--- config.mk ---
export PLATFORM = sky130hd
export DESIGN_NAME = uart_byte_fifo_flat
export DESIGN_NICKNAME = d
export VERILOG_FILES = /design/src/rtl/uart_byte_fifo_if.sv /design/src/rtl/uart_byte_fifo.sv /design/src/flat_wrapper.sv
export SDC_FILE = /design/constraint.sdc
export NUM_CORES = 1
export LEC_CHECK = 0
export CAP_MARGIN = 10
export CELL_PAD_IN_SITES_DETAIL_PLACEMENT = 0
export CELL_PAD_IN_SITES_GLOBAL_PLACEMENT = 1
export CORE_MARGIN = 2
export CORE_UTILIZATION = 52
export CTS_CLUSTER_DIAMETER = 100
export DETAILED_ROUTE_END_ITERATION = 8
export PLACE_DENSITY = 0.81
export SLEW_MARGIN = 20
export SYNTH_ARGS = -nofsm -noshare
export SYNTH_HDL_FRONTEND = slang
export SYNTH_SLANG_ARGS = --single-unit
export TNS_END_PERCENT = 1
--- constraint.sdc ---
create_clock -name clk -period 3.75 [get_ports clk]
set_clock_uncertainty 0.05 [all_clocks]
set_input_delay 1.125 -clock clk [delete_from_list [all_inputs] [get_ports clk]]
set_output_delay 1.125 -clock clk [all_outputs]
set_load 0.03 [all_outputs]
--- src/rtl/uart_byte_fifo_if.sv ---
// Byte-stream and status bundle between the UART echo path and uart_byte_fifo.
// master = RX/TX/status side, slave = the FIFO itself.
interface uart_byte_fifo_if #(
    parameter int AW = 4
);
    logic [7:0]  wr_data;
    logic        wr_en;
    logic        drain_en;
    logic        tx_busy;
    logic        ovf_clr;
    logic        tx_start;
    logic [7:0]  tx_data;
    logic [AW:0] level;
    logic        empty;
    logic        full;
    logic        overflow;

    modport master (
        output wr_data, wr_en, drain_en, tx_busy, ovf_clr,
        input  tx_start, tx_data, level, empty, full, overflow
    );

    modport slave (
        input  wr_data, wr_en, drain_en, tx_busy, ovf_clr,
        output tx_start, tx_data, level, empty, full, overflow
    );
endinterface

--- src/rtl/uart_byte_fifo.sv ---
// Circular byte FIFO between UART RX and TX with a tx_start/tx_busy drain FSM.
// Optional scan chain over the control flops: define UART_BYTE_FIFO_SCAN_EN.
module uart_byte_fifo #(
    parameter int DEPTH   = 16,
    parameter int AW      = 4,
    parameter int BUSY_TO = 3
) (
    input  logic            clk,
    input  logic            rst,
`ifdef UART_BYTE_FIFO_SCAN_EN
    input  logic            scan_enable,
    input  logic            scan_in,
    output logic            scan_out,
`endif
    uart_byte_fifo_if.slave bus
);
    localparam int          TW       = 2;
    localparam logic [AW:0] FULL_LVL = (AW+1)'(DEPTH);
    localparam logic [TW-1:0] TO_CNT = TW'(BUSY_TO);

    typedef enum logic [1:0] {
        IDLE      = 2'd0,
        WAIT_BUSY = 2'd1,
        WAIT_DONE = 2'd2
    } state_t;

    state_t          r_state;
    logic [TW-1:0]   r_timer;
    logic [AW-1:0]   r_wr_ptr;
    logic [AW-1:0]   r_rd_ptr;
    logic [AW:0]     r_level;
    logic            r_overflow;
    logic            r_tx_start;
    logic [7:0]      r_tx_data;
    logic [7:0]      r_mem [DEPTH];

    logic            w_hold;
    logic            w_empty;
    logic            w_full;
    logic            w_pop;
    logic            w_wr_accept;
    logic            w_drop;

`ifdef UART_BYTE_FIFO_SCAN_EN
    localparam int   CW = 2 + TW + 2*AW + (AW+1) + 2;
    logic [CW-1:0]   w_chain;
    logic [CW-1:0]   w_shift;

    // scan_in enters the state MSB; tx_start is the last flop in the chain
    assign w_hold   = scan_enable;
    assign w_chain  = {r_state, r_timer, r_wr_ptr, r_rd_ptr, r_level, r_overflow, r_tx_start};
    assign w_shift  = {scan_in, w_chain[CW-1:1]};
    assign scan_out = r_tx_start;
`else
    assign w_hold   = 1'b0;
`endif

    assign w_empty     = (r_level == '0);
    assign w_full      = (r_level == FULL_LVL);
    assign w_pop       = (r_state == IDLE) && bus.drain_en && !w_empty && !bus.tx_busy && !w_hold;
    // A pop frees a slot in the same cycle, so a full FIFO still accepts a write then
    assign w_wr_accept = bus.wr_en && (!w_full || w_pop) && !w_hold;
    assign w_drop      = bus.wr_en && w_full && !w_pop && !w_hold;

    always_ff @(posedge clk) begin
        if (w_wr_accept) begin
            r_mem[r_wr_ptr] <= bus.wr_data;
        end
    end

    always_ff @(posedge clk or posedge rst) begin
        if (rst) begin
            r_state    <= IDLE;
            r_timer    <= '0;
            r_wr_ptr   <= '0;
            r_rd_ptr   <= '0;
            r_level    <= '0;
            r_overflow <= 1'b0;
            r_tx_start <= 1'b0;
            r_tx_data  <= 8'h00;
        end
`ifdef UART_BYTE_FIFO_SCAN_EN
        else if (w_hold) begin
            r_state    <= state_t'(w_shift[CW-1 -: 2]);
            r_timer    <= w_shift[CW-3 -: TW];
            r_wr_ptr   <= w_shift[CW-3-TW -: AW];
            r_rd_ptr   <= w_shift[CW-3-TW-AW -: AW];
            r_level    <= w_shift[AW+2 -: AW+1];
            r_overflow <= w_shift[1];
            r_tx_start <= w_shift[0];
        end
`endif
        else begin
            r_tx_start <= 1'b0;

            if (w_drop) begin
                r_overflow <= 1'b1;
            end else if (bus.ovf_clr) begin
                r_overflow <= 1'b0;
            end

            if (w_wr_accept) begin
                r_wr_ptr <= r_wr_ptr + 1'b1;
            end

            case ({w_wr_accept, w_pop})
                2'b10:   r_level <= r_level + 1'b1;
                2'b01:   r_level <= r_level - 1'b1;
                default: r_level <= r_level;
            endcase

            // No retry on timeout: the launched byte is treated as sent
            case (r_state)
                IDLE: begin
                    if (w_pop) begin
                        r_tx_data  <= r_mem[r_rd_ptr];
                        r_tx_start <= 1'b1;
                        r_rd_ptr   <= r_rd_ptr + 1'b1;
                        r_timer    <= '0;
                        r_state    <= WAIT_BUSY;
                    end
                end
                WAIT_BUSY: begin
                    if (bus.tx_busy) begin
                        r_state <= WAIT_DONE;
                    end else begin
                        r_timer <= r_timer + 1'b1;
                        if (r_timer == TO_CNT) begin
                            r_state <= IDLE;
                        end
                    end
                end
                WAIT_DONE: begin
                    if (!bus.tx_busy) begin
                        r_state <= IDLE;
                    end
                end
                default: r_state <= IDLE;
            endcase
        end
    end

    assign bus.tx_start = r_tx_start;
    assign bus.tx_data  = r_tx_data;
    assign bus.level    = r_level;
    assign bus.empty    = w_empty;
    assign bus.full     = w_full;
    assign bus.overflow = r_overflow;
endmodule

--- src/flat_wrapper.sv ---
// flat-port wrapper written by rule: the top's interface ports become plain ports
module uart_byte_fifo_flat 
#(
    parameter int DEPTH   = 16,
    parameter int AW      = 4,
    parameter int BUSY_TO = 3
)
  (clk, rst, bus_wr_data, bus_wr_en, bus_drain_en, bus_tx_busy, bus_ovf_clr, bus_tx_start, bus_tx_data, bus_level, bus_empty, bus_full, bus_overflow);
  uart_byte_fifo_if #(.AW(AW)) bus_i ();
  input  logic clk;
  input  logic rst;
  input wire logic [$bits(bus_i.wr_data)-1:0] bus_wr_data;
  input wire logic [$bits(bus_i.wr_en)-1:0] bus_wr_en;
  input wire logic [$bits(bus_i.drain_en)-1:0] bus_drain_en;
  input wire logic [$bits(bus_i.tx_busy)-1:0] bus_tx_busy;
  input wire logic [$bits(bus_i.ovf_clr)-1:0] bus_ovf_clr;
  output wire logic [$bits(bus_i.tx_start)-1:0] bus_tx_start;
  output wire logic [$bits(bus_i.tx_data)-1:0] bus_tx_data;
  output wire logic [$bits(bus_i.level)-1:0] bus_level;
  output wire logic [$bits(bus_i.empty)-1:0] bus_empty;
  output wire logic [$bits(bus_i.full)-1:0] bus_full;
  output wire logic [$bits(bus_i.overflow)-1:0] bus_overflow;
  assign bus_i.wr_data = bus_wr_data;
  assign bus_i.wr_en = bus_wr_en;
  assign bus_i.drain_en = bus_drain_en;
  assign bus_i.tx_busy = bus_tx_busy;
  assign bus_i.ovf_clr = bus_ovf_clr;
  assign bus_tx_start = bus_i.tx_start;
  assign bus_tx_data = bus_i.tx_data;
  assign bus_level = bus_i.level;
  assign bus_empty = bus_i.empty;
  assign bus_full = bus_i.full;
  assign bus_overflow = bus_i.overflow;
  uart_byte_fifo #(.DEPTH(DEPTH), .AW(AW), .BUSY_TO(BUSY_TO)) u_core (.clk(clk), .rst(rst), .bus(bus_i));
endmodule
==> metrics.txt, run 1 <==
# TYPE chip_impl_metric gauge
chip_impl_info{name="hp-class",value="flip-flop to flip-flop"} 1
chip_impl_metric{name="largest_net_degree_at_the_start_of_global_routing",unit=""} 29
chip_impl_metric{name="clock_tree.htree_level_count",unit=""} 4
chip_impl_info{name="end_kind",value="output port"} 1
chip_impl_info{name="worstSetupPathType",value="flip-flop to output port"} 1
chip_impl_metric{name="yosysWarningCount",unit=""} 0
chip_impl_metric{name="async_reset_ff_share",unit="%"} 17.4
chip_impl_metric{name="max_clock_freq",unit="MHz"} 277
chip_impl_info{name="post_synth_most_frequent_cells",value="sky130_fd_sc_hd__edfxtp_1, sky130_fd_sc_hd__mux4_2, sky130_fd_sc_hd__dfrtp_1"} 1
chip_impl_info{name="clockRootBuffer",value="sky130_fd_sc_hd__clkbuf_16"} 1
chip_impl_metric{name="start_util",unit="%"} 52.6
chip_impl_metric{name="setup_viol",unit=""} 0
chip_impl_info{name="outcome",value="completed"} 1
chip_impl_metric{name="mappedNetlistNets",unit=""} 362
chip_impl_metric{name="die_area",unit="µm²"} 12900
chip_impl_metric{name="nets",unit=""} 414
chip_impl_metric{name="setup_tns_final",unit="ps"} 0
chip_impl_metric{name="leakagePower",unit="nW"} 2.56
chip_impl_metric{name="worst_voltage_drop_across_the_vdd_grid",unit="µV"} 390
chip_impl_metric{name="drt_drc_violations_left",unit=""} 0
chip_impl_metric{name="iter_0_drt_violations",unit=""} 306
chip_impl_metric{name="grt_pass1_vias",unit=""} 3215
chip_impl_metric{name="row_count",unit=""} 40
chip_impl_metric{name="mappedNetlistArea",unit="µm²"} 6240
chip_impl_metric{name="synth_sequential_area_ratio",unit="%"} 72.4
chip_impl_metric{name="gp_congestion",unit=""} 0.748
chip_impl_metric{name="placedInstanceArea",unit="µm²"} 6800
chip_impl_metric{name="synth_top_cell_area_share",unit="%"} 61.6
chip_impl_metric{name="slew_viol_final",unit=""} 0
chip_impl_metric{name="netlist_instances",unit=""} 338
chip_impl_info{name="synth_top_cell_by_area",value="sky130_fd_sc_hd__edfxtp_1"} 1
chip_impl_info{name="cts_tree",value="built"} 1
chip_impl_metric{name="io-pin-count",unit=""} 31
chip_impl_metric{name="core-area",unit="µm²"} 11900
chip_impl_metric{name="worstPathRequired",unit="ps"} 2570
chip_impl_metric{name="filler_cell_count",unit=""} 839
chip_impl_metric{name="tritoncts.num_buffers",unit=""} 17
chip_impl_metric{name="synth_enable_flop_cells",unit=""} 128
chip_impl_metric{name="finish.utilization",unit="%"} 62.0
chip_impl_info{name="rsz0062_at_grt",value="no"} 1
chip_impl_metric{name="routed_wire_length_per_instance",unit="µm"} 20.5
chip_impl_metric{name="tightest_slew",unit="ps"} 904
chip_impl_metric{name="vias_per_cell",unit=""} 5.75
chip_impl_metric{name="timing.max_slew.rel_slack",unit="%"} 39.7
chip_impl_metric{name="cts.reportedPaths.clkPinSlew",unit="ps"} 60
chip_impl_metric{name="grt_first_pass_wirelength",unit="mm"} 17.9
chip_impl_metric{name="grt_usage",unit="%"} 19.1
chip_impl_metric{name="deepest_clock_path_buffer_count",unit=""} 2
chip_impl_info{name="critPathLaunchType",value="flip-flop"} 1
chip_impl_metric{name="number_of_distinct_standard_cells_referenced_by_the_synthesized_netlist",unit=""} 42
chip_impl_metric{name="synth_area_per_cell",unit="µm²"} 18.5
chip_impl_metric{name="postLayoutSetupSlackWorst",unit="ps"} 144
chip_impl_metric{name="die_w",unit="µm"} 114
chip_impl_metric{name="final_hold_violation_count",unit=""} 0
chip_impl_metric{name="clock_sinks",unit=""} 155
chip_impl_metric{name="synth_register_bits",unit=""} 155
chip_impl_info{name="synth.top_cells.by_area",value="sky130_fd_sc_hd__edfxtp_1, sky130_fd_sc_hd__mux4_2, sky130_fd_sc_hd__dfrtp_1, sky130_fd_sc_hd__ha_1, sky130_fd_sc_hd__mux2_2"} 1
chip_impl_metric{name="worstPathArrival",unit="ps"} 2430
chip_impl_info{name="postSynth.topFlopCell",value="sky130_fd_sc_hd__edfxtp_1"} 1
chip_impl_metric{name="detail_route.first_pass.iterations",unit=""} 4
chip_impl_metric{name="dieHeight",unit="µm"} 114
chip_impl_metric{name="power-per-cell-area",unit="nW/µm²"} 760
chip_impl_metric{name="layout_area_overhead",unit="%"} 17.9
chip_impl_metric{name="layout.cell_area.non_filler",unit="µm²"} 7360
chip_impl_metric{name="pre_cts_slack",unit="ps"} 49.3
chip_impl_metric{name="detailroute.via_count",unit=""} 3162
chip_impl_metric{name="final_antenna_net_count",unit=""} 0
chip_impl_metric{name="num_antenna_cells",unit=""} 0
chip_impl_metric{name="antenna_found_initial",unit=""} 0
chip_impl_metric{name="min_period",unit="ps"} 3610
chip_impl_metric{name="grt-ovfl-total",unit=""} 0
chip_impl_metric{name="max-cap-violations",unit=""} 0
chip_impl_metric{name="final_layout_size_suffix_gt1_share",unit="%"} 24.8
chip_impl_metric{name="min_period_over_period",unit="%"} 96.1
chip_impl_info{name="yosysMostFrequentCell",value="sky130_fd_sc_hd__edfxtp_1"} 1
chip_impl_metric{name="port-buffer-count",unit=""} 30
chip_impl_metric{name="hpwl",unit="mm"} 7.49
chip_impl_metric{name="clk-insertion-delay-late",unit="ps"} 420
chip_impl_metric{name="worstPathMaxFanout",unit=""} 9
chip_impl_metric{name="drt-total-wl",unit="mm"} 11.3
-- registers in the layout, indices dropped and copies added, names as in the netlist --
name	count
u_core.r_rd_ptr	4
u_core.bus.tx_start	1
u_core.r_wr_ptr	4
u_core.bus.level	5
u_core.bus.tx_data	8
u_core.r_state	2
u_core.r_mem	128
u_core.r_timer	2
u_core.bus.overflow	1
-- critical path: stages (launching register included) --
cell                              delay (ps)
sky130_fd_sc_hd__dfrtp_1                 470
sky130_fd_sc_hd__or4_1                   660
sky130_fd_sc_hd__nor2_1                  190
sky130_fd_sc_hd__clkdlybuf4s50_1         690
-- final timing paths --
path	start	end	slack, ps	cells after the start
worst max-delay path	u_core.bus.level[1]	bus_full	140	3
max in group asynchronous	rst	u_core.r_rd_ptr[1]	1870	3
min in group asynchronous	rst	u_core.bus.level[4]	1130	2
worst max register to register	u_core.bus.level[1]	u_core.bus.level[4]	890	10
worst min-delay path	u_core.bus.overflow	u_core.bus.overflow	440	1
worst min register to register	u_core.bus.overflow	u_core.bus.overflow	440	1
-- metal layers --
layer / part of all wire [%] / wire length, µm / GRT usage, % / vias up
met5: 0 / 0 / 0 / -
met4: 1.9 / 215 / 7.89 / 0
li1: - / - / - / 1446
met1: 44 / 4900 / 25.3 / 1617
met2: 50 / 5610 / 30.3 / 82
met3: 4.6 / 518 / 5.21 / 17
-- repair_timing --
item,CTS,global route
buffers inserted,0,0
hold buffers,0,0
endpoints found under the setup margin,0,1
resized for setup,0,1
-- layout make-up --
cell class              count  area (µm²)  area share, %
flip-flops and latches    155        4520           61.4
multi-input cells         155        1590           21.5
repair buffers             54         483           6.56
clock buffers              20         447           6.07
well taps                 147         184           2.50
clock inverters            12         113           1.53
inverters                   7        26.3          0.357
-- kinds of logic (layout without fill, tap and decap cells) --
logic type | Yosys count | in the layout | share of synthesized area [%]
xor+xnor | 12 | 12 | 1.68
buf+inv | 28 | 93 | 2.17
mux | 42 | 42 | 13.4
compound gates | 44 | 44 | 4.45
fa+ha+maj | 10 | 10 | 2.01
flops | 155 | 155 | 72.4
simple gates | 47 | 47 | 3.91
-- power breakdown --
part | switching, mW | internal (mW) | total (mW)
combinational | 0.741 | 0.796 | 1.54
sequential | 0.316 | 2.14 | 2.46
clock | 0.667 | 0.934 | 1.60
total | 1.72 | 3.87 | 5.59
-- layout by cell type (no fill, tap or decap), types with 9 or more instances in the layout --
| cell | instances |
|---|---|
| sky130_fd_sc_hd__a21oi_1 | 11 |
| sky130_fd_sc_hd__buf_4 | 24 |
| sky130_fd_sc_hd__clkbuf_16 | 17 |
| sky130_fd_sc_hd__clkdlybuf4s50_1 | 29 |
| sky130_fd_sc_hd__dfrtp_1 | 26 |
| sky130_fd_sc_hd__edfxtp_1 | 128 |
| sky130_fd_sc_hd__ha_1 | 10 |
| sky130_fd_sc_hd__mux2_2 | 10 |
| sky130_fd_sc_hd__mux4_2 | 32 |
| sky130_fd_sc_hd__nand2_1 | 9 |
| sky130_fd_sc_hd__nor2_1 | 17 |
| sky130_fd_sc_hd__o22ai_1 | 17 |
-- metrics by stage --
stage	hold slack [ps]	std cells	total power [mW]
CTS	444	550	5.65
finish	440	550	5.59
global placement	429	518	3.99
detailed placement	430	518	4.04
floorplan	415	338	3.54
global route	468	550	5.86
Power figures use the tool's default switching activity.
==> inputs of run 2 (changes only) <==
--- a/config.mk
+++ b/config.mk
@@ -8,7 +8,7 @@
 export CAP_MARGIN = 10
 export CELL_PAD_IN_SITES_DETAIL_PLACEMENT = 0
 export CELL_PAD_IN_SITES_GLOBAL_PLACEMENT = 1
-export CORE_MARGIN = 2
+export CORE_MARGIN = 8
 export CORE_UTILIZATION = 52
 export CTS_CLUSTER_DIAMETER = 100
 export DETAILED_ROUTE_END_ITERATION = 8
@@ -17,4 +17,3 @@
 export SYNTH_ARGS = -nofsm -noshare
 export SYNTH_HDL_FRONTEND = slang
 export SYNTH_SLANG_ARGS = --single-unit
-export TNS_END_PERCENT = 1
==> metrics.txt, run 2 (synthesized netlist as in run 1, its figures left out) <==
# TYPE chip_impl_metric gauge
chip_impl_info{name="outcome",value="completed"} 1
chip_impl_metric{name="worst_hold_slack",unit="ps"} 450
chip_impl_metric{name="timing.max_slew.rel_slack",unit="%"} 37.4
chip_impl_metric{name="deepest_clock_path_buffer_count",unit=""} 2
chip_impl_metric{name="drt-total-wl",unit="mm"} 12.0
chip_impl_metric{name="routed_wire_length_per_instance",unit="µm"} 21.9
chip_impl_metric{name="detail_route.first_pass.iterations",unit=""} 4
chip_impl_metric{name="finish.utilization",unit="%"} 62.0
chip_impl_metric{name="tritoncts.num_buffers",unit=""} 17
chip_impl_metric{name="min_period",unit="ps"} 3600
chip_impl_metric{name="max-cap-violations",unit=""} 0
chip_impl_metric{name="tightest_slew",unit="ps"} 937
chip_impl_metric{name="slew_viol_final",unit=""} 0
chip_impl_info{name="critPathLaunchType",value="flip-flop"} 1
chip_impl_metric{name="placedInstanceArea",unit="µm²"} 6820
chip_impl_metric{name="layout_area_overhead",unit="%"} 17.8
chip_impl_metric{name="die_w",unit="µm"} 126
chip_impl_info{name="hp-class",value="flip-flop to flip-flop"} 1
chip_impl_metric{name="pwr-share-clk",unit="%"} 27.6
chip_impl_metric{name="final_hold_violation_count",unit=""} 0
chip_impl_metric{name="start_util",unit="%"} 52.6
chip_impl_metric{name="hpwl",unit="mm"} 7.96
chip_impl_metric{name="grt_first_pass_wirelength",unit="mm"} 19.2
chip_impl_metric{name="worstPathRequired",unit="ps"} 2570
chip_impl_metric{name="clock_sinks",unit=""} 155
chip_impl_info{name="slowest_stage_cell_cp",value="sky130_fd_sc_hd__clkdlybuf4s50_1"} 1
chip_impl_metric{name="largest_reg_flops",unit=""} 128
chip_impl_metric{name="largest_net_degree_at_the_start_of_global_routing",unit=""} 23
chip_impl_metric{name="drt_drc_violations_left",unit=""} 0
chip_impl_metric{name="die_area",unit="µm²"} 15800
chip_impl_metric{name="antenna_found_initial",unit=""} 0
chip_impl_metric{name="postCtsSetupRepairBufs",unit=""} 0
chip_impl_info{name="worstSetupPathType",value="flip-flop to output port"} 1
chip_impl_metric{name="io-pin-count",unit=""} 31
chip_impl_metric{name="final_layout_size_suffix_gt1_share",unit="%"} 24.8
chip_impl_metric{name="worstPathArrival",unit="ps"} 2420
chip_impl_metric{name="grt-ovfl-total",unit=""} 0
chip_impl_metric{name="power",unit="mW"} 5.55
chip_impl_metric{name="met1Wirelength",unit="mm"} 5.32
chip_impl_metric{name="filler_cell_count",unit=""} 834
chip_impl_metric{name="combinationalPowerShare",unit="%"} 28.8
chip_impl_metric{name="worstPathMaxFanout",unit=""} 9
chip_impl_metric{name="holdBufCountCts",unit=""} 0
chip_impl_info{name="rsz0062_at_grt",value="no"} 1
chip_impl_metric{name="clock_tree.htree_level_count",unit=""} 4
chip_impl_info{name="highest_layer",value="met4"} 1
chip_impl_metric{name="grt_pass1_vias",unit=""} 3368
chip_impl_metric{name="max_clock_freq",unit="MHz"} 278
chip_impl_metric{name="power.sequential.fraction",unit="%"} 43.6
chip_impl_metric{name="int_power",unit="mW"} 3.83
chip_impl_metric{name="setup_viol",unit=""} 0
chip_impl_metric{name="iter_0_drt_violations",unit=""} 297
chip_impl_metric{name="power-per-cell-area",unit="nW/µm²"} 756
chip_impl_info{name="critical_path.cell_chain",value="or4_1 -> nor2_1 -> clkdlybuf4s50_1"} 1
chip_impl_metric{name="grt_usage",unit="%"} 16.5
chip_impl_metric{name="num_antenna_cells",unit=""} 0
chip_impl_metric{name="vias_per_cell",unit=""} 5.79
chip_impl_metric{name="dieHeight",unit="µm"} 126
chip_impl_metric{name="row_count",unit=""} 40
chip_impl_metric{name="layout.cell_area.non_filler",unit="µm²"} 7350
chip_impl_metric{name="cts.reportedPaths.clkPinSlew",unit="ps"} 60
chip_impl_metric{name="nets",unit=""} 415
chip_impl_metric{name="met3RoutedLength",unit="µm"} 510
chip_impl_metric{name="non_filler_cells_final",unit=""} 550
chip_impl_metric{name="place.detailed.instances",unit=""} 519
chip_impl_metric{name="core-area",unit="µm²"} 11900
chip_impl_metric{name="port-buffer-count",unit=""} 30
chip_impl_metric{name="leakagePower",unit="nW"} 2.56
chip_impl_metric{name="netSwitchingFraction",unit="%"} 31.0
chip_impl_metric{name="total_buffers_and_inverters_traversed_by_the_critical_path",unit=""} 1
chip_impl_info{name="timing.critical_path.max_delay_family",value="simple AND/OR/NAND/NOR gates"} 1
chip_impl_metric{name="pre_cts_slack",unit="ps"} 28.2
chip_impl_metric{name="worst_voltage_drop_across_the_vdd_grid",unit="µV"} 398
chip_impl_metric{name="setup_tns_final",unit="ps"} 0
chip_impl_metric{name="timing.critical_path.slowest_cell_delay",unit="ps"} 700
chip_impl_info{name="most-common-layout-cells",value="sky130_fd_sc_hd__edfxtp_1, sky130_fd_sc_hd__mux4_2, sky130_fd_sc_hd__clkdlybuf4s50_1, sky130_fd_sc_hd__dfrtp_1, sky130_fd_sc_hd__buf_4"} 1
chip_impl_metric{name="netSwitchingPower",unit="mW"} 1.72
chip_impl_metric{name="min_period_over_period",unit="%"} 95.9
chip_impl_metric{name="final_antenna_net_count",unit=""} 0
chip_impl_info{name="largest-register",value="u_core.r_mem"} 1
chip_impl_info{name="clockRootBuffer",value="sky130_fd_sc_hd__clkbuf_16"} 1
chip_impl_metric{name="detailroute.via_count",unit=""} 3187
chip_impl_info{name="cts_tree",value="built"} 1
chip_impl_info{name="end_kind",value="output port"} 1
chip_impl_metric{name="postLayoutSetupSlackWorst",unit="ps"} 154
chip_impl_metric{name="gp_congestion",unit=""} 0.753
chip_impl_metric{name="r2r_slack",unit="ps"} 850
chip_impl_info{name="mostFrequentLayoutCell",value="sky130_fd_sc_hd__edfxtp_1"} 1
chip_impl_metric{name="routed-wl-met2",unit="mm"} 5.97
chip_impl_metric{name="clk-insertion-delay-late",unit="ps"} 420
## run 2: changes by cell type in the layout (fill, tap and decap cells not counted), sizes merged
cell / delta
clkinv: +5
buf: +1
inv: -4
clkbuf: -3
clkinvlp: +1
## run 2: power groups by stage
stage | Clock, mW | Sequential, mW | Combinational [mW]
floorplan | 0 | 2.42 | 1.12
CTS | 1.57 | 2.43 | 1.62
global placement | 0 | 2.44 | 1.59
finish | 1.53 | 2.42 | 1.60
detailed placement | 0 | 2.46 | 1.61
global route | 1.64 | 2.46 | 1.74
## run 2: layout make-up
class / count / area, µm² / area share [%]
Sequential cell: 155 / 4520 / 61.5
Multi-Input combinational cell: 155 / 1590 / 21.6
Timing Repair Buffer: 55 / 503 / 6.84
Clock buffer: 17 / 425 / 5.79
Tap cell: 147 / 184 / 2.50
Clock inverter: 14 / 108 / 1.46
Inverter: 7 / 26.3 / 0.357
## run 2: worst reg2reg max path, delay by kind of cell, from the launching register on
family,cells,cell delay [ps]
adders and majority gates,2,450
xor gates and xnor gates,2,220
AOI/OAI and AO/OA,4,860
and+or+nand+nor,1,660
buffers and inverters,1,90
DFF,1,470
## run 2: metal layers
layer / vias up / track usage [%]
li1: 1443 / -
met1: 1640 / 20.5
met2: 84 / 26.0
met3: 20 / 5.27
met4: 0 / 7.23
met5: - / 0
## run 2: timing repair
action | 4_1_cts | 5_1_grt
gates resized for setup | 0 | 1
endpoints found under the hold margin | 0 | 0
endpoints found under the setup margin | 0 | 1
## run 2: worst paths after layout
path | startpoint | to | cells after the start
setup reg to reg | u_core.bus.level[1] | u_core.bus.level[4] | 10
min in group asynchronous | rst | u_core.bus.level[2] | 2
hold reg to reg | u_core.bus.overflow | u_core.bus.overflow | 1
hold / removal | u_core.bus.overflow | u_core.bus.overflow | 1
max in group asynchronous | rst | u_core.bus.tx_data[3] | 3
setup / recovery | u_core.bus.level[1] | bus_full | 3
